<file path="src/rtl/particle_init_ctrl_pkg.sv">
// rtl/particle_init_ctrl_pkg.sv - shared types and constants for the particle-memory init sequencer
package particle_init_ctrl_pkg;

   localparam int PWIDTH = 16;
   localparam logic [13:0] INIT_AUX = 14'b00100000000000;

   typedef struct packed {
      logic [PWIDTH-1:0] y;
      logic [PWIDTH-1:0] x;
      logic [13:0]       aux;
   } particle_t;

   typedef enum logic [1:0] {IDLE, FILL, DONE} init_state_t;

endpackage

</file>
<file path="src/rtl/particle_init_ctrl_lfsr16.sv">
// rtl/particle_init_ctrl_lfsr16.sv - 16-bit Fibonacci LFSR (taps 16,14,13,11), seed 16'hACE1
module lfsr16 (
   input  logic        clk,
   input  logic        rst,
   input  logic        load,
   input  logic        advance,
   output logic [15:0] q
);

   localparam logic [15:0] SEED = 16'hACE1;

   always_ff @(posedge clk) begin
      if (rst || load) begin
         q <= SEED;
      end else if (advance) begin
         q <= {q[14:0], q[15] ^ q[13] ^ q[12] ^ q[10]};
      end
   end

endmodule

</file>
<file path="src/rtl/particle_init_ctrl.sv">
// rtl/particle_init_ctrl.sv - grid fill sequencer emitting one particle per lattice point
// Optional jitter on x/y low bits when INIT_JITTER_EN is defined.
module particle_init_ctrl
   import particle_init_ctrl_pkg::*;
#(
   parameter int MAX_PX  = 1024,
   parameter int MAX_PY  = 1024,
   parameter int ADDR_W  = $clog2(MAX_PX*MAX_PY),
   parameter int CNT_X_W = $clog2(MAX_PX+1),
   parameter int CNT_Y_W = $clog2(MAX_PY+1)
) (
   input  logic               clk,
   input  logic               rst,
   input  logic               start,
   input  logic               abort,
   input  logic [CNT_X_W-1:0] cfg_num_x,
   input  logic [CNT_Y_W-1:0] cfg_num_y,
   input  logic [PWIDTH-1:0]  cfg_step_x,
   input  logic [PWIDTH-1:0]  cfg_step_y,
   output logic               m_valid,
   input  logic               m_ready,
   output particle_t          m_data,
   output logic [ADDR_W-1:0]  m_addr,
   output logic               m_last,
   output logic               busy,
   output logic               done
);

   init_state_t        state;
   logic [CNT_X_W-1:0] nx, x_idx;
   logic [CNT_Y_W-1:0] ny, y_idx;
   logic [PWIDTH-1:0]  sx, sy, x_pos, y_pos;
   logic               fire, row_end;

   assign fire    = m_valid & m_ready;
   assign row_end = (x_idx == nx - CNT_X_W'(1));

   always_ff @(posedge clk) begin
      if (rst) begin
         state   <= IDLE;
         nx      <= '0;
         ny      <= '0;
         sx      <= '0;
         sy      <= '0;
         x_idx   <= '0;
         y_idx   <= '0;
         x_pos   <= '0;
         y_pos   <= '0;
         m_addr  <= '0;
         m_valid <= 1'b0;
         m_last  <= 1'b0;
         busy    <= 1'b0;
         done    <= 1'b0;
      end else begin
         case (state)
            IDLE: begin
               if (start && !abort) begin
                  nx     <= cfg_num_x;
                  ny     <= cfg_num_y;
                  sx     <= cfg_step_x;
                  sy     <= cfg_step_y;
                  x_idx  <= '0;
                  y_idx  <= '0;
                  x_pos  <= '0;
                  y_pos  <= '0;
                  m_addr <= '0;
                  if (cfg_num_x == '0 || cfg_num_y == '0) begin
                     state <= DONE;
                     done  <= 1'b1;
                  end else begin
                     state   <= FILL;
                     m_valid <= 1'b1;
                     busy    <= 1'b1;
                     m_last  <= (cfg_num_x == CNT_X_W'(1)) && (cfg_num_y == CNT_Y_W'(1));
                  end
               end
            end
            FILL: begin
               if (abort) begin
                  state   <= IDLE;
                  m_valid <= 1'b0;
                  m_last  <= 1'b0;
                  busy    <= 1'b0;
               end else if (fire) begin
                  if (m_last) begin
                     state   <= DONE;
                     m_valid <= 1'b0;
                     m_last  <= 1'b0;
                     busy    <= 1'b0;
                     done    <= 1'b1;
                  end else begin
                     m_addr <= m_addr + ADDR_W'(1);
                     if (row_end) begin
                        x_idx  <= '0;
                        x_pos  <= '0;
                        y_idx  <= y_idx + CNT_Y_W'(1);
                        y_pos  <= y_pos + sy;
                        m_last <= (nx == CNT_X_W'(1)) &&
                                  (y_idx + CNT_Y_W'(1) == ny - CNT_Y_W'(1));
                     end else begin
                        x_idx  <= x_idx + CNT_X_W'(1);
                        x_pos  <= x_pos + sx;
                        m_last <= (x_idx + CNT_X_W'(1) == nx - CNT_X_W'(1)) &&
                                  (y_idx == ny - CNT_Y_W'(1));
                     end
                  end
               end
            end
            DONE: begin
               state <= IDLE;
               done  <= 1'b0;
            end
            default: state <= IDLE;
         endcase
      end
   end

`ifdef INIT_JITTER_EN
   logic [15:0] lfsr_q;
   logic [15:0] jit;
   logic        start_ok;

   assign start_ok = (state == IDLE) && start && !abort;
   // Jitter only applies while a beat is presented so idle outputs keep their reset values.
   assign jit = m_valid ? lfsr_q : 16'h0000;

   lfsr16 u_lfsr (
      .clk     (clk),
      .rst     (rst),
      .load    (start_ok),
      .advance (fire),
      .q       (lfsr_q)
   );

   assign m_data = {y_pos ^ {{(PWIDTH-4){1'b0}}, jit[7:4]},
                    x_pos ^ {{(PWIDTH-4){1'b0}}, jit[3:0]},
                    INIT_AUX};
`else
   assign m_data = {y_pos, x_pos, INIT_AUX};
`endif

endmodule

</file>
<file path="config.mk">
export PLATFORM = sky130hd
export DESIGN_NAME = particle_init_ctrl
export DESIGN_NICKNAME = d
export VERILOG_FILES = /design/src/rtl/particle_init_ctrl_pkg.sv /design/src/rtl/particle_init_ctrl_lfsr16.sv /design/src/rtl/particle_init_ctrl.sv
export SDC_FILE = /design/constraint.sdc
export NUM_CORES = 1
export LEC_CHECK = 0
export ABC_AREA = 1
export CAP_MARGIN = 20
export CORE_ASPECT_RATIO = 0.9
export CORE_UTILIZATION = 35
export CTS_CLUSTER_SIZE = 24
export DETAILED_ROUTE_END_ITERATION = 12
export PLACE_DENSITY = 0.64
export SLEW_MARGIN = 20
export SYNTH_ARGS = -nofsm -noshare
export SYNTH_HDL_FRONTEND = slang
export SYNTH_SLANG_ARGS = --single-unit
</file>
<file path="constraint.sdc">
create_clock -name clk -period 2.5 [get_ports clk]
set_clock_uncertainty 0.2 [all_clocks]
set_input_delay 0.25 -clock clk [delete_from_list [all_inputs] [get_ports clk]]
set_output_delay 0.25 -clock clk [all_outputs]
set_load 0.02 [all_outputs]
</file>
Word level (Yosys, flattened, before mapping)
Cells that the tools add are included.

Register bits after elaboration: 133. Latch bits: 0. Bits in writable memories: 0. ROM bits: 0. Bits of input ports: 59. Output and inout port bits: 70. Word-level logic and storage cells: 110. Memories: 0.

Add/subtract/negate cells: 7. Multiply operators: 0. Div/mod/pow operators: 0. Magnitude comparators: 0. Equal/unequal tests: 19. Shift operators: 0. Muxes and demuxes: 52. Bitwise gates (word level): 1. Reduce and logical (&&, ||, !) cells: 18.

Operator list (number): $mux W16 (9); $mux W11 (9); $mux W20 (4); $pmux W16 S2 (2); $eq A11 B11 Y1 (4); $pmux W11 S2 (2); $pmux W20 S2 (1); $eq A11 B1 Y1 const B (3); $add A16 B16 Y16 (2); $add A11 B1 Y11 const B (2); $logic_not A11 Y1 (2); $sub A11 B1 Y11 const B (2); $add A20 B1 Y20 const B (1); $mux W1 (16); $ne A2 B2 Y1 const B (8); $reduce_and A6 Y1 (2); $mux W2 (5); $reduce_and A5 Y1 (2); $ne A3 B3 Y1 const B (2); $logic_and A1 B1 Y1 (4); $pmux W1 S2 (2); $pmux W2 S2 (1); $reduce_and A4 Y1 (1); $pmux W1 S3 (1); 10 further kinds (10).

Logic depth before layout (Yosys ltp)
Word-level depth: 8. Gate-level depth with buffers: 17. Depth with buffers taken out: 17.

Worst setup path before layout
OpenSTA, ideal clock, no wires.

Path type: register -> register. Start point: register state[1]. End point: register m_addr[16]. Setup time: 131 ps. Arrival time: 2045 ps. Required time: 2169 ps. Setup slack: 124 ps. Stages on the path, launching flop included: 16. Buffers on the path: 1. Clock period less this slack: 2376 ps. Cell sequence: dfxtp_1 > inv_1 > ha_1 > buf_4 > inv_2 > nor2_4 > nand2_2 > a21oi_4 > nand3_1 > nor2_2 > nand2_1 > nor3_2 > nand2_1 > nor2_2 > nand2_1 > nor3b_2.

Cells in the longest elaborated chain, start to end: 3. Elaborated cells between the ends (all ways): 9. Classes of those cells: eq/ne (5); mux (1); reduce/logical (3).

RTL lines: start, declared (RTL line particle_init_ctrl.sv:29) `init_state_t state;`; start signal, assigned (RTL line particle_init_ctrl.sv:40) `state <= IDLE;`; start signal, assigned (RTL line particle_init_ctrl.sv:68) `state <= DONE;`; start signal, assigned (RTL line particle_init_ctrl.sv:71) `state <= FILL;`; $eq A2 B1 Y1 or $logic_not A2 Y1 (tied branches) (RTL line particle_init_ctrl.sv:55) `case (state)`; $ne A2 B2 Y1 (no line) or $reduce_bool A2 Y1 (tied branches); $reduce_and A5 Y1 (no line); end signal, assigned (RTL line particle_init_ctrl.sv:92) `m_addr <= m_addr + ADDR_W'(1);`; end, declared (RTL line particle_init_ctrl.sv:23) `output logic [ADDR_W-1:0] m_addr,`.

Several ways; a longest one is shown, not always the timed one. A chain may end at the register's enable or synchronous reset.

Worst setup path after layout
Start point: register y_pos[0]. End point: register y_pos[14].

Cells in the longest elaborated chain, start to end: 6.

RTL lines: start, declared (RTL line particle_init_ctrl.sv:32) `logic [PWIDTH-1:0] sx, sy, x_pos, y_pos;`; start signal, assigned (RTL line particle_init_ctrl.sv:97) `y_pos <= y_pos + sy;`; $add A16 B16 Y16 (RTL line particle_init_ctrl.sv:97); $mux W16 (RTL line particle_init_ctrl.sv:93) `if (row_end) begin`; $mux W16 (RTL line particle_init_ctrl.sv:85) `if (m_last) begin`; $mux W16 (RTL line particle_init_ctrl.sv:84) `end else if (fire) begin`; $mux W16 (RTL line particle_init_ctrl.sv:79) `if (abort) begin`; $pmux W16 S2 (RTL line particle_init_ctrl.sv:55).

Every way passes these cells. The select of a mux whose other input is x is not followed.

==> results.ini <==
[min_path]
hold_class=input pin to flop

[clock_network]
cts_buffers=17
cts.path.max_buffers=2
htree_levels=4
tritoncts=yes
clk_pin_slew_ns=0.06
ctsHoldBuffers=0
insertion_delay_ns=0.43
cts-root-buf=clkbuf_16
clock_sink_count=133

[global_route]
grt_pass1_vias=7943
antenna_found_initial=2
grt_max_degree=55
grt_pass1_wl_mm=38.4
track_usage_pct=19.0
overflow=0

[detailed_routing]
route.detailed.drc=0
vias=8714
drt-wirelength-per-cell_microns=13.4
final_antenna_net_count=0
drt_pass1_iterations=5
viasPerCell=4.91
drt_iter0_drc=484
drt_wl_total_mm=23.8

[setup_path]
cpPeakStageDelay_ns=0.41
cp_max_fo=4
critPathKind=flop to flop
worstReg2RegStart=y_pos[0]$_SDFFE_PP0P_
r2r-end=y_pos[14]$_SDFFE_PP0P_
end_kind=flop
arrival_ns=2.51
start_kind=flop
crit_path_end=y_pos[14]$_SDFFE_PP0P_
crit_path_frequent_cell=nand2_1
cp.required_ns=2.65
path_cells=ha_1, fa_1, nand3_1, nand2_1, a21oi_1, nand3b_1, nand2_1, nand2_1, nand2_1, nor2_1, nand3_1, a21oi_1
rr_worst_depth=12
crit_slowest_cell=fa_1
worstSetupStartpoint=y_pos[0]$_SDFFE_PP0P_
r2r_slack_ns=0.14

[sta]
maxSlewHeadroom_pct=57.1
min_period_over_period_pct=94.4
fin_crit_ns=2.36
drv_slew=0
fmax_mhz=424
hold_violations=0
finalSetupViolations=0
worst_pin_slew_ns=0.643

[yosys]
ys_types=51
ys.flop_type=dfxtp_1
synth_largest_area_cell=dfxtp_1
async_flop_share_pct=0
syn_inst=1327
postSynthAreaPerCell_sq_um=6.46
synth-seq-cells=133
synth_top_area_share_pct=31.1
syn-cell-area_sq_um=8570
synth_area_leaders=dfxtp_1 31%, nand2_1 15%, a21oi_1 9.7%
yosysSeqAreaShare_pct=31.1
yosysMostFrequentCell=nand2_1
synth_edf_count=0
yosysWarnings=0
yosys-top-cells-count=352 x nand2_1, 166 x a21oi_1, 145 x inv_1, 133 x dfxtp_1, 103 x nand3_1

[power_and_ir_drop]
p_clk_share_pct=29.6
ir_drop_uv=446
power_frac_comb_pct=41.3
p_sw_share_pct=40.1
switching_power_mw=3.55
intPower_mw=5.31
power_density_nw_per_um2=808
seqPwrFrac_pct=29.1
leakage_nw=4.67

[floorplan]
core_sq_um=23700
top_level_ports=129
row_count=53
die_y_microns=150
die_area_sq_um=25100
initial_utilization_pct=36.2
die_x_microns=167

[placement]
dp_hpwl_mm=18.1
dpl_cell_area_sq_um=10200
gp_congestion=0.897
port_buffers=114

[cells_and_area]
fin_util_pct=46.3
area_growth_pct=27.9
n_fill_cell=2370
final_layout_size_suffix_gt1_share_pct=8.97
nets=1559
design_area_sq_um=11000

[run]
maxCapViolCount=0

[run_status]
status=finished, final reports clean

## cell families (layout without fill, tap and decap cells)
logic type	count (synthesis)	in the layout	share of synthesized area, %
XOR/XNOR	31	31	3.17
buffers and inverters	209	342	10.2
adder cells (fa/ha/maj)	41	41	6.16
flip-flops	133	133	31.1
AND/OR/NAND/NOR	638	638	32.7
other	2	15	0.0876
AO/OA/AOI/OAI	273	273	16.6
## flip-flops by register name, indices dropped and copies added (netlist names), 2 cells and up
name    flops
m_addr     20
nx         11
ny         11
state       2
sx         16
sy         16
x_idx      11
x_pos      16
y_idx      11
y_pos      16
## placed cells by master, fill, tap and decap left out, types with 4 or more instances in the layout
cell and n:
clkdlybuf4s50_1 113, buf_12 7, o21ai_0 88, nand3_1 100, nand2_1 347, nor4_1 4, nand4_1 30, buf_4 39
nand3b_1 4, nor3_1 18, conb_1 14, nor2_4 4, nor2_1 89, dfxtp_1 131, a21oi_1 166, or2_2 5
ha_1 35, nand3_2 4, inv_1 143, inv_2 5, xnor2_1 13, nand2_2 6, clkbuf_16 17, inv_6 4
nor2_2 13, xor2_1 18
## worst min path at each step
stage | start | end | cells after the start
after floorplan | sx[0]$_SDFFE_PP0P_ | sx[0]$_SDFFE_PP0P_ | 2
after global placement | sy[14]$_SDFFE_PP0P_ | sy[14]$_SDFFE_PP0P_ | 2
after detailed placement | sx[0]$_SDFFE_PP0P_ | sx[0]$_SDFFE_PP0P_ | 2
after CTS | rst | ny[8]$_SDFFE_PP0P_ | 4
after global routing | cfg_step_x[8] | sx[8]$_SDFFE_PP0P_ | 3
final | rst | ny[8]$_SDFFE_PP0P_ | 4
## critical path: cells and delay by family, from the launching register on
family                     cells  cell delay, ns
and+or+nand+nor                8            0.73
adders and majority gates      2            0.64
AOI/OAI and AO/OA              2            0.40
DFF                            1            0.33
## power by group through the flow
stage | Sequential, mW | Clock, mW | Combinational [mW]
finish | 2.58 | 2.62 | 3.66
global route | 2.61 | 2.77 | 4.06
CTS | 2.56 | 2.67 | 3.57
detailed placement | 2.60 | 0 | 3.55
global placement | 2.60 | 0 | 3.50
floorplan | 2.60 | 0 | 2.38
## metrics by stage
| stage | hold slack [ns] | cells | setup TNS, ns | power, mW | setup slack (ns) |
|---|---|---|---|---|---|
| 6_report | 0.215 | 1775 | 0 | 8.86 | 0.139 |
| 4_1_cts | 0.207 | 1771 | 0 | 8.80 | 0.0438 |
| 3_5_place_dp | 0.247 | 1739 | -0.0429 | 6.15 | -0.0429 |
| 3_3_place_gp | 0.240 | 1739 | -0.00957 | 6.10 | -0.00957 |
| 5_1_grt | 0.257 | 1774 | -0.0425 | 9.44 | -0.0154 |
| 2_1_floorplan | 0.227 | 1339 | 0 | 4.98 | 0.124 |
## cell type report
| type | instances | area, sq um | share of cell area, % |
|---|---|---|---|
| Inverter | 150 | 566 | 5.16 |
| Clock buffer | 19 | 433 | 3.95 |
| Tap cell | 302 | 378 | 3.44 |
| Timing Repair Buffer | 160 | 1570 | 14.3 |
| Clock inverter | 13 | 173 | 1.57 |
| Antenna cell | 1 | 2.50 | 0.0228 |
| Sequential cell | 133 | 2670 | 24.3 |
| Multi-Input combinational cell | 997 | 5180 | 47.2 |
## layer usage
metal  track usage (%)  share of wire [%]  vias to the layer above
met5                 0              0.055                        -
met4              5.74                1.2                        2
met3              3.55                4.5                       22
met2              30.8                 45                      196
met1              25.7                 50                     3894
li1                  -                  -                     4600
## what timing repair did
item / in CTS / in global routing
setup endpoints to repair: 27 / 64
pin swaps: 0 / 7
setup buffers: 0 / 3
resized for setup: 1 / 28
Note: power is estimated with default switching activity, not from simulation.
